### config.mk
export PLATFORM = sky130hd
export DESIGN_NAME = dvp_capture_pack
export DESIGN_NICKNAME = d
export VERILOG_FILES = /design/src/rtl/dvp_capture_pack.sv
export SDC_FILE = /design/constraint.sdc
export NUM_CORES = 1
export LEC_CHECK = 0
export BUFFER_PORTS_ARGS = -buffer_cell sky130_fd_sc_hd__buf_2
export CORE_UTILIZATION = 49
export DETAILED_ROUTE_END_ITERATION = 10
export GPL_TIMING_DRIVEN = 1
export PLACE_DENSITY = 0.72
export SYNTH_ARGS = -nofsm -noshare
export SYNTH_HDL_FRONTEND = slang
export SYNTH_SLANG_ARGS = --single-unit
### constraint.sdc
create_clock -name PCLK -period 5.1 [get_ports PCLK]
set_clock_uncertainty 0.15 [all_clocks]
set_input_delay 0.255 -clock PCLK [delete_from_list [all_inputs] [get_ports PCLK]]
set_output_delay 0.255 -clock PCLK [all_outputs]
set_load 0.01 [all_outputs]
### src/rtl/dvp_capture_pack.sv
// dvp_capture_pack
//   DVP camera capture front end in the PCLK domain. It registers the sensor
//   bus and discards SKIP_FRAMES whole frames after reset. It then packs
//   PIX_BYTES bus beats into one pixel word and emits that word with X/Y
//   coordinates, line and frame strobes, and a per-line length / error report.
//
// Ports
//   PCLK, Rst         pixel clock; synchronous active-high reset
//   Vsync, Href, Data raw DVP bus
//   Enable            capture enable, looked at only on the frame-start edge
//   DataValid         one-cycle pixel strobe; DataPixel holds the first beat in the MSBs
//   Xaddr, Yaddr      coordinates of the pixel on DataValid
//   DataHs, DataVs    line / frame activity, aligned with DataValid
//   FrameDone         one-cycle pulse at the end of a captured frame
//   LineErr           one-cycle pulse when a line ends with a partial pixel
//   LineLen           pixel count of the last completed line
//   State             0 IDLE, 1 SKIP, 2 ARMED, 3 CAPTURE
module dvp_capture_pack #(
  parameter int DATA_W         = 8,
  parameter int PIX_BYTES      = 1,
  parameter int SKIP_FRAMES    = 10,
  parameter int VS_ACTIVE_HIGH = 1,
  parameter int X_W            = 14,
  parameter int Y_W            = 14
) (
  input  logic                          PCLK,
  input  logic                          Rst,
  input  logic                          Vsync,
  input  logic                          Href,
  input  logic [DATA_W-1:0]             Data,
  input  logic                          Enable,
  output logic                          DataValid,
  output logic [PIX_BYTES*DATA_W-1:0]   DataPixel,
  output logic [X_W-1:0]                Xaddr,
  output logic [Y_W-1:0]                Yaddr,
  output logic                          DataHs,
  output logic                          DataVs,
  output logic                          FrameDone,
  output logic                          LineErr,
  output logic [X_W-1:0]                LineLen,
  output logic [1:0]                    State
);

  localparam int         PW        = PIX_BYTES * DATA_W;
  localparam logic [1:0] LAST_PH   = 2'(PIX_BYTES - 1);
  localparam logic [7:0] LAST_SKIP = 8'(SKIP_FRAMES - 1);
  // Reset value of the sampled Vsync that makes the polarity-corrected vs
  // read 0. The first real blanking edge is then seen as a vs rise.
  localparam logic       VS_RST    = (VS_ACTIVE_HIGH != 0) ? 1'b0 : 1'b1;

  typedef enum logic [1:0] {
    S_IDLE  = 2'd0,
    S_SKIP  = 2'd1,
    S_ARMED = 2'd2,
    S_CAPT  = 2'd3
  } state_e;

  // ---------------- input stage and edge detection ----------------
  logic              r_vsync_q, r_href_q, vs_q, href_q;
  logic [DATA_W-1:0] r_data_q;
  logic              vs, vs_rise, vs_fall, href_rise, href_fall;

  always_ff @(posedge PCLK) begin
    if (Rst) begin
      r_vsync_q <= VS_RST;
      r_href_q  <= 1'b0;
      r_data_q  <= '0;
      vs_q      <= 1'b0;
      href_q    <= 1'b0;
    end else begin
      r_vsync_q <= Vsync;
      r_href_q  <= Href;
      r_data_q  <= Data;
      vs_q      <= vs;
      href_q    <= r_href_q;
    end
  end

  assign vs        = (VS_ACTIVE_HIGH != 0) ? r_vsync_q : ~r_vsync_q;
  assign vs_rise   = vs & ~vs_q;
  assign vs_fall   = ~vs & vs_q;
  assign href_rise = r_href_q & ~href_q;
  assign href_fall = ~r_href_q & href_q;

  // ---------------- frame FSM ----------------
  state_e     state_q, state_d;
  logic [7:0] skip_q, skip_d;
  logic       start_cap, end_frame;

  always_comb begin
    state_d   = state_q;
    skip_d    = skip_q;
    start_cap = 1'b0;
    end_frame = 1'b0;
    case (state_q)
      S_IDLE:
        if (vs_rise) begin
          if (SKIP_FRAMES == 0) begin
            state_d = S_ARMED;
          end else begin
            state_d = S_SKIP;
            skip_d  = 8'd0;
          end
        end
      S_SKIP:
        if (vs_rise) begin
          if (skip_q == LAST_SKIP) state_d = S_ARMED;
          else                     skip_d  = skip_q + 8'd1;
        end
      S_ARMED:
        if (vs_fall && Enable) begin
          state_d   = S_CAPT;
          start_cap = 1'b1;
        end
      S_CAPT:
        if (vs_rise) begin
          state_d   = S_ARMED;
          end_frame = 1'b1;
        end
      default: state_d = S_IDLE;
    endcase
  end

  // ---------------- beat packing ----------------
  logic          in_cap, beat_en;
  logic [1:0]    phase_q, phase_d, phase_cur;
  logic [PW-1:0] pack_shift;

  assign in_cap    = (state_q == S_CAPT);
  // A beat is dropped if vs rises while Href is still high. This discards
  // the malformed tail of the line.
  assign beat_en   = in_cap & r_href_q & ~vs_rise;
  // The first beat of every line starts a new pixel, whatever was left over.
  assign phase_cur = href_rise ? 2'd0 : phase_q;

  if (PIX_BYTES > 1) begin : g_pack
    logic [PW-DATA_W-1:0] pack_q;
    always_ff @(posedge PCLK) begin
      if (Rst)          pack_q <= '0;
      else if (beat_en) pack_q <= pack_shift[PW-DATA_W-1:0];
    end
    assign pack_shift = {pack_q, r_data_q};
  end else begin : g_nopack
    assign pack_shift = r_data_q;
  end

  // ---------------- line / pixel bookkeeping ----------------
  logic [X_W-1:0] pix_q, pix_d, xo_q, xo_d, len_q, len_d;
  logic [Y_W-1:0] y_q, y_d, yo_q, yo_d;
  logic [PW-1:0]  pixel_q, pixel_d;
  logic           vld_q, vld_d, lerr_q, lerr_d, fd_q, hs_q, vso_q;

  always_comb begin
    phase_d = phase_q;
    pix_d   = pix_q;
    y_d     = y_q;
    vld_d   = 1'b0;
    pixel_d = pixel_q;
    xo_d    = xo_q;
    yo_d    = yo_q;
    len_d   = len_q;
    lerr_d  = 1'b0;
    if (start_cap) begin
      phase_d = 2'd0;
      pix_d   = '0;
      y_d     = '0;
    end else if (in_cap) begin
      if (vs_rise && r_href_q) begin
        phase_d = 2'd0;
        pix_d   = '0;
      end else if (r_href_q) begin
        if (phase_cur == LAST_PH) begin
          vld_d   = 1'b1;
          pixel_d = pack_shift;
          xo_d    = pix_q;
          yo_d    = y_q;
          phase_d = 2'd0;
          pix_d   = (pix_q == '1) ? pix_q : pix_q + 1'b1;
        end else begin
          phase_d = phase_cur + 2'd1;
        end
      end else if (href_fall) begin
        lerr_d = (phase_q != 2'd0);
        if (pix_q != '0) begin
          len_d = pix_q;
          y_d   = (y_q == '1) ? y_q : y_q + 1'b1;
        end
        pix_d   = '0;
        phase_d = 2'd0;
      end
    end
  end

  always_ff @(posedge PCLK) begin
    if (Rst) begin
      state_q <= S_IDLE;
      skip_q  <= 8'd0;
      phase_q <= 2'd0;
      pix_q   <= '0;
      y_q     <= '0;
      vld_q   <= 1'b0;
      pixel_q <= '0;
      xo_q    <= '0;
      yo_q    <= '0;
      len_q   <= '0;
      lerr_q  <= 1'b0;
      fd_q    <= 1'b0;
      hs_q    <= 1'b0;
      vso_q   <= 1'b0;
    end else begin
      state_q <= state_d;
      skip_q  <= skip_d;
      phase_q <= phase_d;
      pix_q   <= pix_d;
      y_q     <= y_d;
      vld_q   <= vld_d;
      pixel_q <= pixel_d;
      xo_q    <= xo_d;
      yo_q    <= yo_d;
      len_q   <= len_d;
      lerr_q  <= lerr_d;
      fd_q    <= end_frame;
      hs_q    <= in_cap & r_href_q;
      vso_q   <= (state_d == S_CAPT);
    end
  end

  assign DataValid = vld_q;
  assign DataPixel = pixel_q;
  assign Xaddr     = xo_q;
  assign Yaddr     = yo_q;
  assign DataHs    = hs_q;
  assign DataVs    = vso_q;
  assign FrameDone = fd_q;
  assign LineErr   = lerr_q;
  assign LineLen   = len_q;
  assign State     = state_q;

endmodule
# After elaboration in Yosys (flattened, before gate mapping)
# Index checks and enable logic that the tools add are counted.
# W data, S select, Z words.
classes:
  reduce_logical: 18
  n_mux: 24
  eq_ne: 12
  addsub: 4
  n_bitwise: 14
op_table:
  columns: ["cell", "count"]
  rows:
  - ["$mux W14", 5]
  - ["$add A14 B1 Y14 const B", 2]
  - ["$eq A14 B14 Y1 const B", 2]
  - ["$mux W8", 3]
  - ["$mux W2", 10]
  - ["$pmux W8 S2", 1]
  - ["$reduce_bool A14 Y1", 1]
  - ["$reduce_and A6 Y1", 2]
  - ["$not A1 Y1", 9]
  - ["$add A8 B1 Y8 const B", 1]
  - ["$eq A8 B4 Y1 const B", 1]
  - ["$pmux W2 S4", 1]
  - ["$reduce_and A4 Y1", 2]
  - ["$eq A2 B2 Y1 const B", 3]
  - ["$ne A2 B2 Y1 const B", 3]
  - ["$reduce_or A6 Y1", 1]
  - ["$and A1 B1 Y1", 5]
  - ["$reduce_and A5 Y1", 1]
  - ["$reduce_or A5 Y1", 1]
  - ["$logic_not A2 Y1", 2]
  - ["$mux W1", 4]
  - ["$reduce_bool A2 Y1", 2]
  - ["$reduce_or A2 Y1", 2]
  - ["$ne A3 B1 Y1 const B", 1]
  - ["other kinds (6)", 7]
totals:
  inputBits: 13
  out_inout_bits: 57
  regBits: 107
  word_cells: 91

# Longest topological paths before layout
logic_depth:
  word_depth: 7
  mapped_depth: 9
  depth_no_buf: 7

# Worst setup path before layout
# OpenSTA, ideal clock, no wires.
synth_timing:
  kind: "reg2reg"
  startpoint: "register pix_q[0]"
  endpoint: "register y_q[10]"
  path_slack_ns: 2.951
  t_arrival_ns: 1.928
  setup_time_ns: 0.070
  path_stages_with_launch: 9
  synth_period_minus_slack_ns: 2.149
  n_path_buf: 1
  required_time_ns: 4.880
  cell_sequence: "dfxtp_1 inv_1 ha_1 nor4b_1 and4_1 or2_4 buf_6 or4_1 a21oi_1"
synth_between:
  elab_chain_len: 2
synth_rtl:
  columns: ["item", "line", "text"]
  rows:
  - ["start: declaration", "148", "logic [X_W-1:0] pix_q, pix_d, xo_q, xo_d, len_q, len_d;"]
  - ["start signal: assignment", "214", "pix_q <= pix_d;"]
  - ["$reduce_bool A14 Y1", "184", "if (pix_q != '0) begin"]
  - ["$reduce_and A6 Y1 (no line)", null, null]
  - ["end signal: assignment", "215", "y_q <= y_d;"]
  - ["end: declaration", "149", "logic [Y_W-1:0] y_q, y_d, yo_q, yo_d;"]
# No other way between the ends.
# A chain may end at the register's enable or synchronous reset.

# Worst setup path in the final report
layout_timing:
  startpoint: "register pix_q[1]"
  endpoint: "register pix_q[9]"
layout_between:
  elab_chain_len: 5
  elab_cells_between_ends: 8
  cone_classes: "add/sub: 1; eq/ne: 2; mux: 4; reduce/logical: 1"
layout_rtl:
  columns: ["item", "line", "text"]
  rows:
  - ["$add A14 B1 Y14", "178", "pix_d = (pix_q == '1) ? pix_q : pix_q + 1'b1;"]
  - ["$mux W14", "178", null]
  - ["$mux W14", "172", "if (phase_cur == LAST_PH) begin"]
  - ["$mux W14", "171", "end else if (r_href_q) begin"]
  - ["$mux W14", "168", "if (vs_rise && r_href_q) begin"]
# Several ways; a longest one is shown, not always the timed one. The select of a mux whose other input is x is not followed.

==> results.toml <==
[routing]
initialDrtViolationCount = 257
vias = 3981
dr.pass1.iters = 4
routedWlPerCell_microns = 14.3
via_per_inst = 5.64
routed_wl_microns = 10100
drtAntennaViolNets = 0
drc = 0

[yosys]
post_synth.cell_area_avg_sq_um = 8.25
syn_nets = 555
synth-edff-count = 0
yosys_warnings = 0
ys_ff_latch = 107
synth_seq_area_share = 0.485
synthArstFlopShare = 0
synthFlopType = "dfxtp_1"
syn_inst = 535
ys_types = 46
syn_area_sq_um = 4410

[cells_and_area]
final_layout_size_suffix_gt1_frac = 0.156
multi_input_area_sq_um = 2060
layout_commonest_cell = "nand2_1"
fin_area_sq_um = 5060
layout.cells.non_filler = 706
seq_area_sq_um = 2140
final_nets = 613
final_cell_mix = "nand2_1, dfxtp_1, a21oi_1"
n_antenna_cell = 0
postLayoutCoreUtil = 0.581
areaGrowthSynthToFinish_pct = 14.7
fillers = 826

[power_and_ir_drop]
power_mw = 1.42
leakage_nw = 1.89
pwr_density_cell_nw_per_um2 = 281
irDropWorstVdd_v = 0.000118
internal-power_mw = 1.10
clockPowerShare = 0.378
sequentialPowerShare = 0.593
comb_power_share = 0.029
switching_power_mw = 0.322
p_sw_frac = 0.226

[clock_network]
clock-sinks = 107
numCtsBuffers = 9
clock_latency_ns = 0.37
cts-root-buf = "clkbuf_8"
cts_setup_buffers = 0
cts_tree = "yes"
path_clk_slew_ns = 0.10
cts_max_path_buffers = 2
cts_max_level = 3

[timing]
grt_setup_unrepaired = "no"
finalMaxSlewViolations = 0
fmax_mhz = 334
post-route-period-util = 0.586
relSlewSlack = 0.222
finalCriticalPeriod_ns = 2.99
finalSetupTns_ns = 0
tightest_slew_ns = 1.16
finalSetupViolCount = 0
hold_violations = 0

[floorplanning]
chipHeight_microns = 96.9
ios = 70
die_w_microns = 96.9
coreArea_sq_um = 8720
initial_core_util = 0.506
row_count = 34
die-area_sq_um = 9390

[setup_path]
crit_end = "pix_q[9]"
reg2reg_slack_ns = 2.11
start_kind = "flip-flop"
cp.required_ns = 5.21
critical_path_depth = 6
reg2regPathDepth = 6
crit_type = "flip-flop to flip-flop"
startpoint = "pix_q[1]"
critPathTopFamily = "compound AO/OA/AOI/OAI gates"
critical_path.cell_chain = "ha_1 > and4_1 > nand4_1 > a311oi_1 > o21ai_0 > o41ai_1"
timing.rr.start = "pix_q[1]"
crit_path_end_kind = "flip-flop"
crit_buf_inv = 0
cp_data_arrival_time_ns = 3.10
slowest_stage = "a311oi_1"
critPathMaxFanout = 13
slowest_delay_ns = 0.92
r2r_end = "pix_q[9]"

[placed_design]
place.gp.congestion = 0.889
dpl_cell_area_sq_um = 4750
port_buffers = 69
dp_hpwl_microns = 6680
dp_cells = 680

[grt]
grt_pass1_wl_microns = 17000
antenna_found_initial = 0
grt_max_degree = 73
grt_pass1_vias = 3671
gr-total-overflow = 0
track_usage = 0.218

[worst_hold_path]
hold_class = "input port to flip-flop"

[job]
maxCapViolations = 0

[run_status]
status = "finished clean"
[sequential cells by signal (all words and copies together), names as in the netlist, 8 cells and up]
register / cells
DataPixel: 8
LineLen: 14
Xaddr: 14
Yaddr: 14
pack_shift: 8
pix_q: 14
skip_q: 8
y_q: 14
[layer usage]
metal,GRT usage,vias up,part of all wire
li1,-,1987,-
met1,0.283,1868,0.46
met2,0.359,110,0.48
met3,0.0412,16,0.045
met4,0.0827,0,0.017
met5,0,-,0
[final cells by class]
| class | instances | area share |
|---|---|---|
| Clock buffer | 10 | 0.0272 |
| Clock inverter | 6 | 0.0141 |
| Inverter | 11 | 0.00815 |
| Multi-Input combinational cell | 381 | 0.407 |
| Sequential cell | 107 | 0.423 |
| Tap cell | 108 | 0.0267 |
| Timing Repair Buffer | 83 | 0.0939 |
[Yosys cell counts, drive strengths merged, types with 6 or more instances]
master | n | area, sq um
clkbuf | 18 | 68.8
buf | 18 | 101
or4 | 10 | 75.1
nor2 | 27 | 101
nor2b | 11 | 68.8
nor3 | 11 | 55.1
ha | 7 | 87.6
a21oi | 72 | 360
nand4 | 14 | 87.6
nand2 | 124 | 468
or3 | 7 | 43.8
and4 | 6 | 52.6
o21ai | 14 | 70.1
nand3 | 11 | 55.1
and3 | 7 | 43.8
dfxtp | 107 | 2140
inv | 11 | 41.3
o31ai | 9 | 67.6
[how the worst min path moves through the flow]
stage / from / end / cells after the start
3_5_place_dp: pack_shift[6] / DataPixel[6] / 2
3_3_place_gp: pack_shift[2] / DataPixel[2] / 2
5_1_grt: Enable / State[0] / 5
6_report: Enable / State[0] / 5
2_1_floorplan: Data[0] / pack_shift[0] / 1
4_1_cts: Enable / State[0] / 5
[tightest hold or removal path, stage by stage]
cell	delay, ns
buf_2	0.10
a31oi_1	0.08
a21oi_1	0.12
nor2_1	0.06
nor2_1	0.07
[per-stage QoR]
stage | hold WS (ns) | setup slack, ns
after floorplan | 0.233 | 2.95
after global placement | 0.270 | 2.38
after detailed placement | 0.281 | 2.28
after CTS | 0.199 | 2.23
after global routing | 0.257 | 1.90
final | 0.206 | 2.11
[cells by family (layout without fill, tap and decap cells)]
kind of cell             count (synthesis)  count (layout)  synth area share
AO/OA/AOI/OAI                          120             120             0.159
buffers and inverters                   47             110            0.0479
adder cells (fa/ha/maj)                  7               7            0.0198
multiplexers                             1               1           0.00227
AND/OR/NAND/NOR                        247             247             0.274
XOR/XNOR                                 6               6            0.0119
flip-flops                             107             107             0.485
[power groups by stage]
stage	Combinational, mW	Sequential (mW)	Clock [mW]
2_1_floorplan	0.0275	0.862	0
3_3_place_gp	0.0348	0.864	0
3_5_place_dp	0.0351	0.864	0
4_1_cts	0.0412	0.845	0.547
5_1_grt	0.0457	0.846	0.584
6_report	0.0412	0.845	0.538
[what timing repair did]
action / CTS / global route
resized for setup: 0 / 0
hold endpoints to repair: 10 / 0
hold buffers: 10 / 0
No activity file was read; power rests on OpenSTA's default activity.
